===== config.mk =====
export PLATFORM = sky130hd
export DESIGN_NAME = util_tx_timestamp_sched
export DESIGN_NICKNAME = d
export VERILOG_FILES = /design/src/rtl/util_tx_timestamp_pkg.sv /design/src/rtl/util_sat_counter.sv /design/src/rtl/util_tx_timestamp_sched.sv
export SDC_FILE = /design/constraint.sdc
export NUM_CORES = 1
export LEC_CHECK = 0
export CORE_ASPECT_RATIO = 1.1
export CORE_UTILIZATION = 45
export DETAILED_ROUTE_END_ITERATION = 8
export PLACE_DENSITY = 0.75
export SYNTH_ARGS = -nofsm -noshare
export SYNTH_HDL_FRONTEND = slang
export SYNTH_SLANG_ARGS = --single-unit

===== constraint.sdc =====
create_clock -name dac_clk -period 5.6 [get_ports dac_clk]
set_clock_uncertainty 0.2 [all_clocks]
set_input_delay 0.56 -clock dac_clk [delete_from_list [all_inputs] [get_ports dac_clk]]
set_output_delay 0.56 -clock dac_clk [all_outputs]
set_load 0.01 [all_outputs]

===== src/rtl/util_tx_timestamp_pkg.sv =====
// Shared state encoding and default widths for the DAC-side timestamp scheduler.
package util_tx_timestamp_pkg;

  localparam int DEFAULT_DATA_WIDTH = 64;
  localparam int DEFAULT_CNT_WIDTH  = 16;
  localparam int TS_WIDTH           = 64;
  localparam int LEN_WIDTH          = 32;

  typedef enum logic [2:0] {
    IDLE,
    CHECK,
    WAIT,
    PLAY,
    DROP
  } sched_state_t;

endpackage


===== src/rtl/util_sat_counter.sv =====
// Saturating event counter; a clear wins over a simultaneous increment.
module util_sat_counter #(
  parameter int CNT_WIDTH = 16
) (
  input  logic                 dac_clk,
  input  logic                 reset,
  input  logic                 inc,
  input  logic                 clr,
  output logic [CNT_WIDTH-1:0] count
);

  logic [CNT_WIDTH-1:0] count_reg;

  always_ff @(posedge dac_clk) begin
    if (reset || clr) begin
      count_reg <= '0;
    end else if (inc && (count_reg != '1)) begin
      count_reg <= count_reg + CNT_WIDTH'(1);
    end
  end

  assign count = count_reg;

endmodule


===== src/rtl/util_tx_timestamp_sched.sv =====
// Holds each framed block until the sample timestamp reaches its header, then
// releases it; late blocks are dropped and blocks too far ahead are rejected.
module util_tx_timestamp_sched
  import util_tx_timestamp_pkg::*;
#(
  parameter int DATA_WIDTH = DEFAULT_DATA_WIDTH,
  parameter int CNT_WIDTH  = DEFAULT_CNT_WIDTH
) (
  input  logic                  dac_clk,
  input  logic                  reset,
  input  logic [TS_WIDTH-1:0]   timestamp,
  input  logic [LEN_WIDTH-1:0]  block_len,
  input  logic [LEN_WIDTH-1:0]  max_wait,
  input  logic                  clear_counters,
  input  logic                  s_axis_valid,
  output logic                  s_axis_ready,
  input  logic                  s_axis_xfer_req,
  input  logic [DATA_WIDTH-1:0] s_axis_data,
  output logic                  m_axis_valid,
  input  logic                  m_axis_ready,
  output logic [DATA_WIDTH-1:0] m_axis_data,
  output logic                  late_pulse,
  output logic                  early_pulse,
  output logic                  underflow_pulse,
  output logic [CNT_WIDTH-1:0]  late_count,
  output logic [CNT_WIDTH-1:0]  early_count,
  output logic [CNT_WIDTH-1:0]  underflow_count,
  output logic                  busy
);

  sched_state_t         state_reg, state_next;
  logic [TS_WIDTH-1:0]  hdr_reg, hdr_next;
  logic [LEN_WIDTH-1:0] len_reg, len_next;
  logic [LEN_WIDTH-1:0] word_cnt_reg, word_cnt_next;

  logic                  s_ready_c, m_valid_c;
  logic [DATA_WIDTH-1:0] m_data_c;
  logic                  late_c, early_c, underflow_c;
  logic                  xfer, play_now;
  logic [TS_WIDTH-1:0]   lead;

  assign lead     = hdr_reg - timestamp;
  assign play_now = (state_reg == PLAY) || ((state_reg == WAIT) && (hdr_reg == timestamp));

  always_ff @(posedge dac_clk) begin
    if (reset) begin
      state_reg    <= IDLE;
      hdr_reg      <= '0;
      len_reg      <= '0;
      word_cnt_reg <= '0;
    end else begin
      state_reg    <= state_next;
      hdr_reg      <= hdr_next;
      len_reg      <= len_next;
      word_cnt_reg <= word_cnt_next;
    end
  end

  always_comb begin
    state_next    = state_reg;
    hdr_next      = hdr_reg;
    len_next      = len_reg;
    word_cnt_next = word_cnt_reg;
    s_ready_c     = 1'b0;
    m_valid_c     = 1'b0;
    m_data_c      = '0;
    late_c        = 1'b0;
    early_c       = 1'b0;
    underflow_c   = 1'b0;
    xfer          = 1'b0;

    case (state_reg)
      IDLE: begin
        if (block_len == '0) begin
          m_valid_c = s_axis_valid;
          m_data_c  = s_axis_data;
          s_ready_c = m_axis_ready;
        end else if (s_axis_xfer_req) begin
          s_ready_c = 1'b1;
          if (s_axis_valid) begin
            hdr_next      = TS_WIDTH'(s_axis_data);
            len_next      = block_len;
            word_cnt_next = '0;
            state_next    = CHECK;
          end
        end
      end
      CHECK: begin
        // Lateness is tested first so late and early can never both fire.
        if (hdr_reg < timestamp) begin
          late_c     = 1'b1;
          state_next = DROP;
        end else if (lead > TS_WIDTH'(max_wait)) begin
          early_c    = 1'b1;
          state_next = DROP;
        end else if (lead == '0) begin
          state_next = PLAY;
        end else begin
          state_next = WAIT;
        end
      end
      WAIT, PLAY: begin
        if (play_now) begin
          m_valid_c   = s_axis_valid;
          m_data_c    = s_axis_data;
          s_ready_c   = m_axis_ready;
          underflow_c = m_axis_ready && !s_axis_valid;
          xfer        = s_axis_valid && m_axis_ready;
          state_next  = PLAY;
        end
      end
      DROP: begin
        s_ready_c = 1'b1;
        xfer      = s_axis_valid;
      end
      default: state_next = IDLE;
    endcase

    if (xfer) begin
      if (word_cnt_reg == len_reg - LEN_WIDTH'(1)) begin
        word_cnt_next = '0;
        state_next    = IDLE;
      end else begin
        word_cnt_next = word_cnt_reg + LEN_WIDTH'(1);
      end
    end

    // Losing the transfer request abandons the block and silences the datapath.
    if ((state_reg != IDLE) && !s_axis_xfer_req) begin
      state_next    = IDLE;
      hdr_next      = '0;
      word_cnt_next = '0;
      s_ready_c     = 1'b0;
      m_valid_c     = 1'b0;
      m_data_c      = '0;
      late_c        = 1'b0;
      early_c       = 1'b0;
      underflow_c   = 1'b0;
    end
  end

  assign s_axis_ready    = s_ready_c & ~reset;
  assign m_axis_valid    = m_valid_c & ~reset;
  assign m_axis_data     = reset ? '0 : m_data_c;
  assign late_pulse      = late_c & ~reset;
  assign early_pulse     = early_c & ~reset;
  assign underflow_pulse = underflow_c & ~reset;
  assign busy            = (state_reg != IDLE);

  logic [2:0]           evt;
  logic [CNT_WIDTH-1:0] cnt_arr [3];

  assign evt = {underflow_pulse, early_pulse, late_pulse};

  genvar gi;
  generate
    for (gi = 0; gi < 3; gi++) begin : g_cnt
      util_sat_counter #(
        .CNT_WIDTH(CNT_WIDTH)
      ) u_cnt (
        .dac_clk (dac_clk),
        .reset   (reset),
        .inc     (evt[gi]),
        .clr     (clear_counters),
        .count   (cnt_arr[gi])
      );
    end
  endgenerate

  assign late_count      = cnt_arr[0];
  assign early_count     = cnt_arr[1];
  assign underflow_count = cnt_arr[2];

endmodule


==> summary.md, run 1 <==
| Metric | Value |
|---|---|
| Routed wire per std cell | between 15 and 20 um |
| Inserted Diodes | 0 |
| TritonCTS clock tree | done |
| Reg-to-reg slack, setup | approximately 0.24 ns |
| Endpoint with the worst hold slack | hdr_reg[38] |
| Total via count after detailed routing | roughly 18000 |
| Number of cells on the worst hold path | 2 |
| Post-route DRC violation count | 0 |
| Sw Pwr | 1.31 mW |
| Final weighted congestion of routability-driven global placement | 0.997 |
| Type of the setup path with the least slack | input pin to output pin |
| Layout cell share with drive strength beyond 1 | a little under a fifth |
| CP required | 4.84 ns |
| Part of the total power dissipated in combinational logic | 33.6% |
| Ordered cell list for the critical path | clkdlybuf4s50_1 -> inv_1 -> ha_1 -> o21ai_0 -> a221oi_2 -> buf_4 -> o21bai_1 -> and3b_2 -> xnor2_2 -> ha_1 -> nand4_1 -> nor4_4 -> a21oi_1 -> o31ai_1 -> o21ai_1 -> nor4_2 -> o2111ai_1 -> nor3_2 -> nand4_1 -> buf_6 -> o21ai_4 -> inv_2 -> buf_6 |
| Internal power | ~2.6 mW |
| Number of global-route vias before repair | 17000 |
| Number of placed I/O pins | 316 |
| Power per cell area | 180 nW/um^2 |
| Total negative slack | -0.114 ns |
| Global-route wire length before repair | approximately 90000 um |
| Fraction of the yosys area taken by sequential cells | between 20% and 30% |
| Detailed Routing Iterations Pass 1 | 7 |
| Number of cell instances on the worst register-to-register path | 30 |
| Proportion of total power due to net switching | between 30% and 40% |
| Transition at the pin with the smallest max-transition slack | around 1.2 ns |
| Violations in the final reports | setup timing |
| Critical Path AT | 4.95 ns |
| Effective utilization at floorplan | 45.6% |
| Largest delay share family, worst path | simple AND/OR/NAND/NOR gates |
| Count of antenna-violating nets left after detailed routing | 0 |
| Final core utilization | approximately two thirds |
| GRT Overall Usage | roughly 33% |
| Maximum clock path buffer count | 2 |
| Type of destination of the critical path | output pin |
| Gate count of the mapped netlist | approximately 2100 |
| Number of hold-slack violations in the final timing report | 0 |
| Part of the total power dissipated in sequential elements | between 30% and 40% |
| Grt total ovfl | 0 |
| Average size of a mapped cell | just under 7 um^2 |
| Clock Sinks | approximately 180 |
| Antenna violations before repair | 1 |
| Number of core rows | just under 70 |
| Inserted Clock Buffers | 17 |
| Worst stage delay on the critical path | 0.46 ns |
| H-Tree Depth | 4 |
| DRT Wirelength | between 50000 and 60000 um |
| Crit start category | input pin |
| LEAKAGE | about 9 nW |
| Class of the tightest hold or removal check | flop to flop |
| Library cells used by synthesis | slightly above 80 |
| Total of endpoints with negative setup slack in the final report | 1 |
| Clock latency reported for the late side of the worst-skew pair | between 0.4 and 0.5 ns |
| Die outline area | between 30000 and 40000 um^2 |
| Area growth syn-to-layout | 47.8% |
| Placed cell area | between 20000 and 25000 um^2 |
| Root cell of the clock tree | clkbuf_16 |
| Instance count on the critical path | 23 |
| Least setup slack across all paths after layout | -0.114 ns |
| Die H | 192 um |
| DP HPWL | between 40000 and 50000 um |
| Peak supply drop | about 150 uV |
| Ratio of final minimum period to clock period | 102% |
| Clock transition at the registers of the reported paths | around 0.06 ns |
| Slowest cell on the critical path | clkdlybuf4s50_1 |
| Final cell area excluding filler cells | 21800 um^2 |
| Warnings, synthesis | 0 |
| Max Clock Freq | about 180 MHz |
| Net count after synthesis | around 2400 |
| Terminus of the critical flop-to-flop path | g_cnt[1].u_cnt.count[14] |
| Maximum number of pins on one net before global-route repair | between 90 and 100 |
| Buf/Inv on CP | 6 |
| Slew margin rel. | around 23% |
| Buffers added on ports | approximately 320 |
| Post-synth EDFFs | 0 |
| Startpoint of the lowest-slack register-to-register path | hdr_reg[0] |
| Post-DR vias/cell | approximately 5.7 |
| Net total in the final layout | 2951 |
| Width of the chip | ~170 um |
| Setup repair after global routing missed its margin | true |
| Most used DFF post-synth | dfxtp_1 |
| Placeable Area | about 32000 um^2 |
| Clock network fraction of total power | approximately 32% |
| Cell area after synthesis | about 15000 um^2 |
| Critical-path maximum fanout | 3 |
| Max Cap Violations | 0 |
| Async S/R FF share, synth | 0% |
| Outcome | finished with violations |
| Flip-flop count of the largest register after layout | 64 |
| Final period demand of the worst path | around 5.7 ns |
| Hold path startpoint | hdr_reg[38] |
| Number of max-slew violations in the final report | 0 |
| Synth Register Bits | 179 |
| Number of design-rule violations left by the first detailed-router iteration | approximately 1300 |
==> area by class of cell <==
cell class                      instances  area, um^2
Multi-Input combinational cell       1695       11000
Fill cell                            2743       10500
Timing Repair Buffer                  626        5560
Sequential cell                       179        3590
Tap cell                              426         533
Inverter                              132         498
Clock buffer                           17         425
Clock inverter                         15         193
==> worst max-delay path by stage <==
stage,from,end,slack (ns)
floorplan,timestamp[6],early_pulse,0.09
global placement,timestamp[6],early_pulse,-0.88
detailed placement,timestamp[1],early_pulse,-1.0
CTS,timestamp[19],early_pulse,0.01
global route,timestamp[17],early_pulse,-0.33
finish,timestamp[19],early_pulse,-0.11
==> placed cells by master, fill, tap and decap left out, types with 48 or more instances in the layout <==
cell             count
nand3_1             71
xnor2_1             51
and2_1              71
nand4_1             60
clkdlybuf4s50_1    298
nor2_1             147
nand2_1            336
a21oi_1            212
inv_1              112
o21ai_0             77
nor3_1              48
o21ai_1             52
dfxtp_1            176
ha_1                79
buf_4              296
==> per-stage QoR <==
step / setup WS (ns) / power (mW) / hold slack (ns) / instances
final: -0.114 / 3.93 / 0.259 / 3090
after global routing: -0.326 / 4.11 / 0.275 / 3090
after CTS: 0.0149 / 3.88 / 0.260 / 3082
after detailed placement: -0.998 / 2.55 / 0.251 / 3020
after global placement: -0.884 / 2.53 / 0.247 / 3020
after floorplan: 0.0890 / 2.00 / 0.236 / 2119
==> kinds of logic after synthesis <==
| logic type | after synthesis | synth area share (%) |
|---|---|---|
| adder cells (fa/ha/maj) | 102 | 8.72 |
| AND/OR/NAND/NOR | 923 | 30.6 |
| XOR/XNOR | 106 | 6.30 |
| AO/OA/AOI/OAI | 549 | 22.4 |
| multiplexers | 15 | 1.04 |
| flip-flops | 179 | 24.3 |
| buffers and inverters | 245 | 6.65 |
==> worst reg2reg max path, delay by kind of cell (launching register included) <==
family	cells	cell delay (ns)
and+or+nand+nor	8	1.38
AOI/OAI and AO/OA	8	1.23
xor gates and xnor gates	1	0.17
DFF	1	0.34
muxes	1	0.19
adders and majority gates	3	0.79
buffers and inverters	9	1.00
==> power groups by stage <==
stage          clock [mW]  sequential [mW]  combinational [mW]
2_1_floorplan           0             1.36               0.647
3_3_place_gp            0             1.37                1.16
3_5_place_dp            0             1.37                1.18
4_1_cts              1.27             1.35                1.26
5_1_grt              1.33             1.35                1.43
6_report             1.26             1.35                1.32
==> routing by layer <==
metal	up-vias	part of all wire (%)	track usage, %
met5	-	0.020	0
met3	105	5.8	4.63
met2	604	48	56.6
met1	8346	44	41.6
met4	2	2.8	10.8
li1	8550	-	-
==> cell usage after synthesis (42+ instances only) <==
library cell / n / area [um^2]
xor2_1: 47 / 412
nor3_1: 53 / 265
ha_1: 101 / 1260
and2_1: 71 / 444
o21ai_0: 95 / 475
nand4_1: 60 / 375
nand3_1: 76 / 380
clkbuf_1: 97 / 364
xnor2_1: 59 / 517
a21oi_1: 236 / 1180
nand2_1: 343 / 1290
inv_1: 131 / 492
nor2_1: 152 / 571
o21ai_1: 42 / 210
dfxtp_1: 179 / 3580
==> repair_timing <==
item	4_1_cts	5_1_grt
hold buffers	0	0
endpoints found under the hold margin	0	0
pin swaps	69	50
setup buffers	30	12
setup endpoints to repair	10	14
gates resized for setup	142	62
Power figures use the tool's default switching activity.
==> inputs of run 2 (changes only) <==
--- a/config.mk
+++ b/config.mk
@@ -5,10 +5,10 @@
 export SDC_FILE = /design/constraint.sdc
 export NUM_CORES = 1
 export LEC_CHECK = 0
-export CORE_ASPECT_RATIO = 1.1
 export CORE_UTILIZATION = 45
 export DETAILED_ROUTE_END_ITERATION = 8
 export PLACE_DENSITY = 0.75
+export SLEW_MARGIN = 0
 export SYNTH_ARGS = -nofsm -noshare
 export SYNTH_HDL_FRONTEND = slang
 export SYNTH_SLANG_ARGS = --single-unit
==> run 2 against run 1 <==
Effect of this change:
- the flow still finishes with violations (setup timing)
- routed wire length down 0.84%
- die area hardly changed
- worst setup slack worse by 0.060 ns
- clock power about the same
- critical path type unchanged
- highest routed layer is now met4
==> summary.md, run 2 (synthesized netlist as in run 1, its figures left out) <==
| Metric | Value |
|---|---|
| Critical-path maximum fanout | 4 |
| Root cell of the clock tree | clkbuf_16 |
| Setup repair after global routing missed its margin | true |
| Post-DR vias/cell | 5.72 |
| TritonCTS clock tree | done |
| Number of global-route vias before repair | between 15000 and 20000 |
| Filler cell count | approximately 2800 |
| Type of destination of the critical path | output pin |
| Max Cap Violations | 0 |
| Buffers added on ports | 315 |
| Hold path startpoint | hdr_reg[27] |
| Area growth syn-to-layout | 45.9% |
| Power per cell area | about 180 nW/um^2 |
| Total design power | 3.89 mW |
| Count of antenna-violating nets left after detailed routing | 0 |
| LEAKAGE | slightly below 9 nW |
| Inserted Diodes | 0 |
| Peak supply drop | approximately 230 uV |
| Post-route DRC violation count | 0 |
| DRT Wirelength | roughly 56000 um |
| Number of design-rule violations left by the first detailed-router iteration | ~1400 |
| Startpoint of the lowest-slack register-to-register path | hdr_reg[10] |
| Antenna violations before repair | 0 |
| Slowest cell on the critical path | or4_1 |
| Number of cells on the worst hold path | 2 |
| Ordered cell list for the critical path | clkdlybuf4s50_1 -> inv_1 -> ha_1 -> buf_4 -> a21oi_1 -> o21ai_1 -> a221oi_2 -> o21ai_1 -> xor2_1 -> ha_1 -> nand4_1 -> buf_4 -> or4_1 -> a311oi_1 -> nor4_2 -> o2111ai_1 -> nor3_2 -> nand4_1 -> buf_6 -> o21ai_4 -> inv_2 -> buf_6 |
| Net total in the final layout | roughly 3000 |
| Detailed Routing Iterations Pass 1 | 5 |
| GRT Overall Usage | approximately a third |
| Clock latency reported for the late side of the worst-skew pair | roughly 0.47 ns |
| Number of max-slew violations in the final report | 0 |
| Setup WS pre-CTS | -0.947 ns |
| Grt total ovfl | 0 |
| Most common cell after layout, fill and taps aside | nand2_1 |
| Flip-flop count of the largest register after layout | between 60 and 70 |
| Total via count after detailed routing | about 18000 |
| Clock transition at the registers of the reported paths | ~0.07 ns |
| Terminus of the critical flop-to-flop path | g_cnt[1].u_cnt.count[9] |
| Final weighted congestion of routability-driven global placement | between 0.9 and 1 |
| Inserted Clock Buffers | 17 |
| Number of buffers added to fix hold violations after cts | 0 |
| Number of cell instances on the worst register-to-register path | 21 |
| Die H | ~180 um |
| Slew margin rel. | 20.0% |
| Final core utilization | around 67% |
| Reg-to-reg slack, setup | around 0.31 ns |
| Width of the chip | between 150 and 200 um |
| Crit start category | input pin |
| Transition at the pin with the smallest max-transition slack | approximately 1.2 ns |
| Global-route wire length before repair | just under 90000 um |
| Max Clock Freq | roughly 170 MHz |
| Total of endpoints with negative setup slack in the final report | 1 |
| Worst stage delay on the critical path | a little under 0.5 ns |
| Number of hold-slack violations in the final timing report | 0 |
| Violations in the final reports | setup timing |
| Maximum number of pins on one net before global-route repair | slightly below 100 |
| Ratio of final minimum period to clock period | 103% |
| DP HPWL | 43500 um |
| Endpoint with the worst hold slack | hdr_reg[27] |
| CP required | ~4.8 ns |
| Die outline area | around 33000 um^2 |
| Critical Path AT | ~5 ns |
| Class of the tightest hold or removal check | flop to flop |
| Type of the setup path with the least slack | input pin to output pin |
| Routed wire per std cell | between 15 and 20 um |
| Final period demand of the worst path | 5.77 ns |
| H-Tree Depth | 4 |
| Layout cell share with drive strength beyond 1 | between 10% and 20% |
| Effective utilization at floorplan | a little under half |
| Maximum clock path buffer count | 2 |
| Number of placed I/O pins | roughly 320 |
| Outcome | finished with violations |
| Placeable Area | about 32000 um^2 |
| Number of core rows | between 60 and 70 |
| Most frequent cells in the layout | 340 x nand2_1, 301 x clkdlybuf4s50_1, 281 x buf_4 |
| Clock Sinks | approximately 180 |
| Least setup slack across all paths after layout | -0.174 ns |
## run 2: cell types whose count changed in the layout (fill, tap and decap cells not counted), sizes merged
cell and change:
clkinvlp +1, buf -20, inv -1, clkinv -3
clkdlybuf4s50 +3, clkbuf +3, dlygate4sd2 -3
## run 2: critical path, delay by kind of cell
kind / cells / cell delay [ns]
XOR/XNOR: 1 / 0.20
AND/OR/NAND/NOR: 5 / 0.98
AO/OA/AOI/OAI: 7 / 1.42
adder cells (fa/ha/maj): 2 / 0.65
buffers and inverters: 7 / 1.19
## run 2: worst max-delay path by stage
stage	from	to	slack [ns]	cells past startpoint
4_1_cts	timestamp[18]	early_pulse	0.002	24
3_3_place_gp	timestamp[6]	early_pulse	-0.77	25
6_report	timestamp[15]	early_pulse	-0.17	22
5_1_grt	timestamp[15]	early_pulse	-0.44	25
2_1_floorplan	timestamp[6]	early_pulse	0.09	24
3_5_place_dp	timestamp[3]	early_pulse	-0.95	25
## run 2: repair_timing
| item | in CTS | in global routing |
|---|---|---|
| setup endpoints to repair | 6 | 8 |
| resized for setup | 125 | 28 |
| buffers inserted | 28 | 7 |
| pin swaps | 61 | 32 |
| hold endpoints to repair | 0 | 0 |
## run 2: routing by layer
metal  GRT usage, %  vias up  share of wire [%]
li1               -     8510                  -
met1           42.9     8284                 44
met2           56.0      735                 47
met3           4.43       80                6.8
met4           8.00        0                2.0
met5              0        -                  0
## run 2: cell type report
class | instances | area [um^2] | share of cell area (%)
clock buffer | 20 | 467 | 2.17
clock inverter | 12 | 143 | 0.664
inverter | 132 | 495 | 2.31
multi-input combinational | 1695 | 10900 | 50.5
sequential | 179 | 3590 | 16.7
tap | 435 | 544 | 2.53
timing repair buffer | 606 | 5400 | 25.1
## run 2: stage by stage
step	hold slack (ns)	area, um^2	TNS [ns]	instances
2_1_floorplan	0.236	14700	0	2119
3_3_place_gp	0.248	19900	-4.26	3012
3_5_place_dp	0.253	19900	-7.95	3012
4_1_cts	0.263	21300	0	3072
5_1_grt	0.281	21500	-0.440	3079
6_report	0.260	21500	-0.174	3079
## run 2: power breakdown
part / internal, mW / leakage, nW / switching (mW)
logic: 0.604 / 6.99 / 0.677
registers: 1.31 / 1.45 / 0.0393
clock network: 0.701 / 0.292 / 0.558
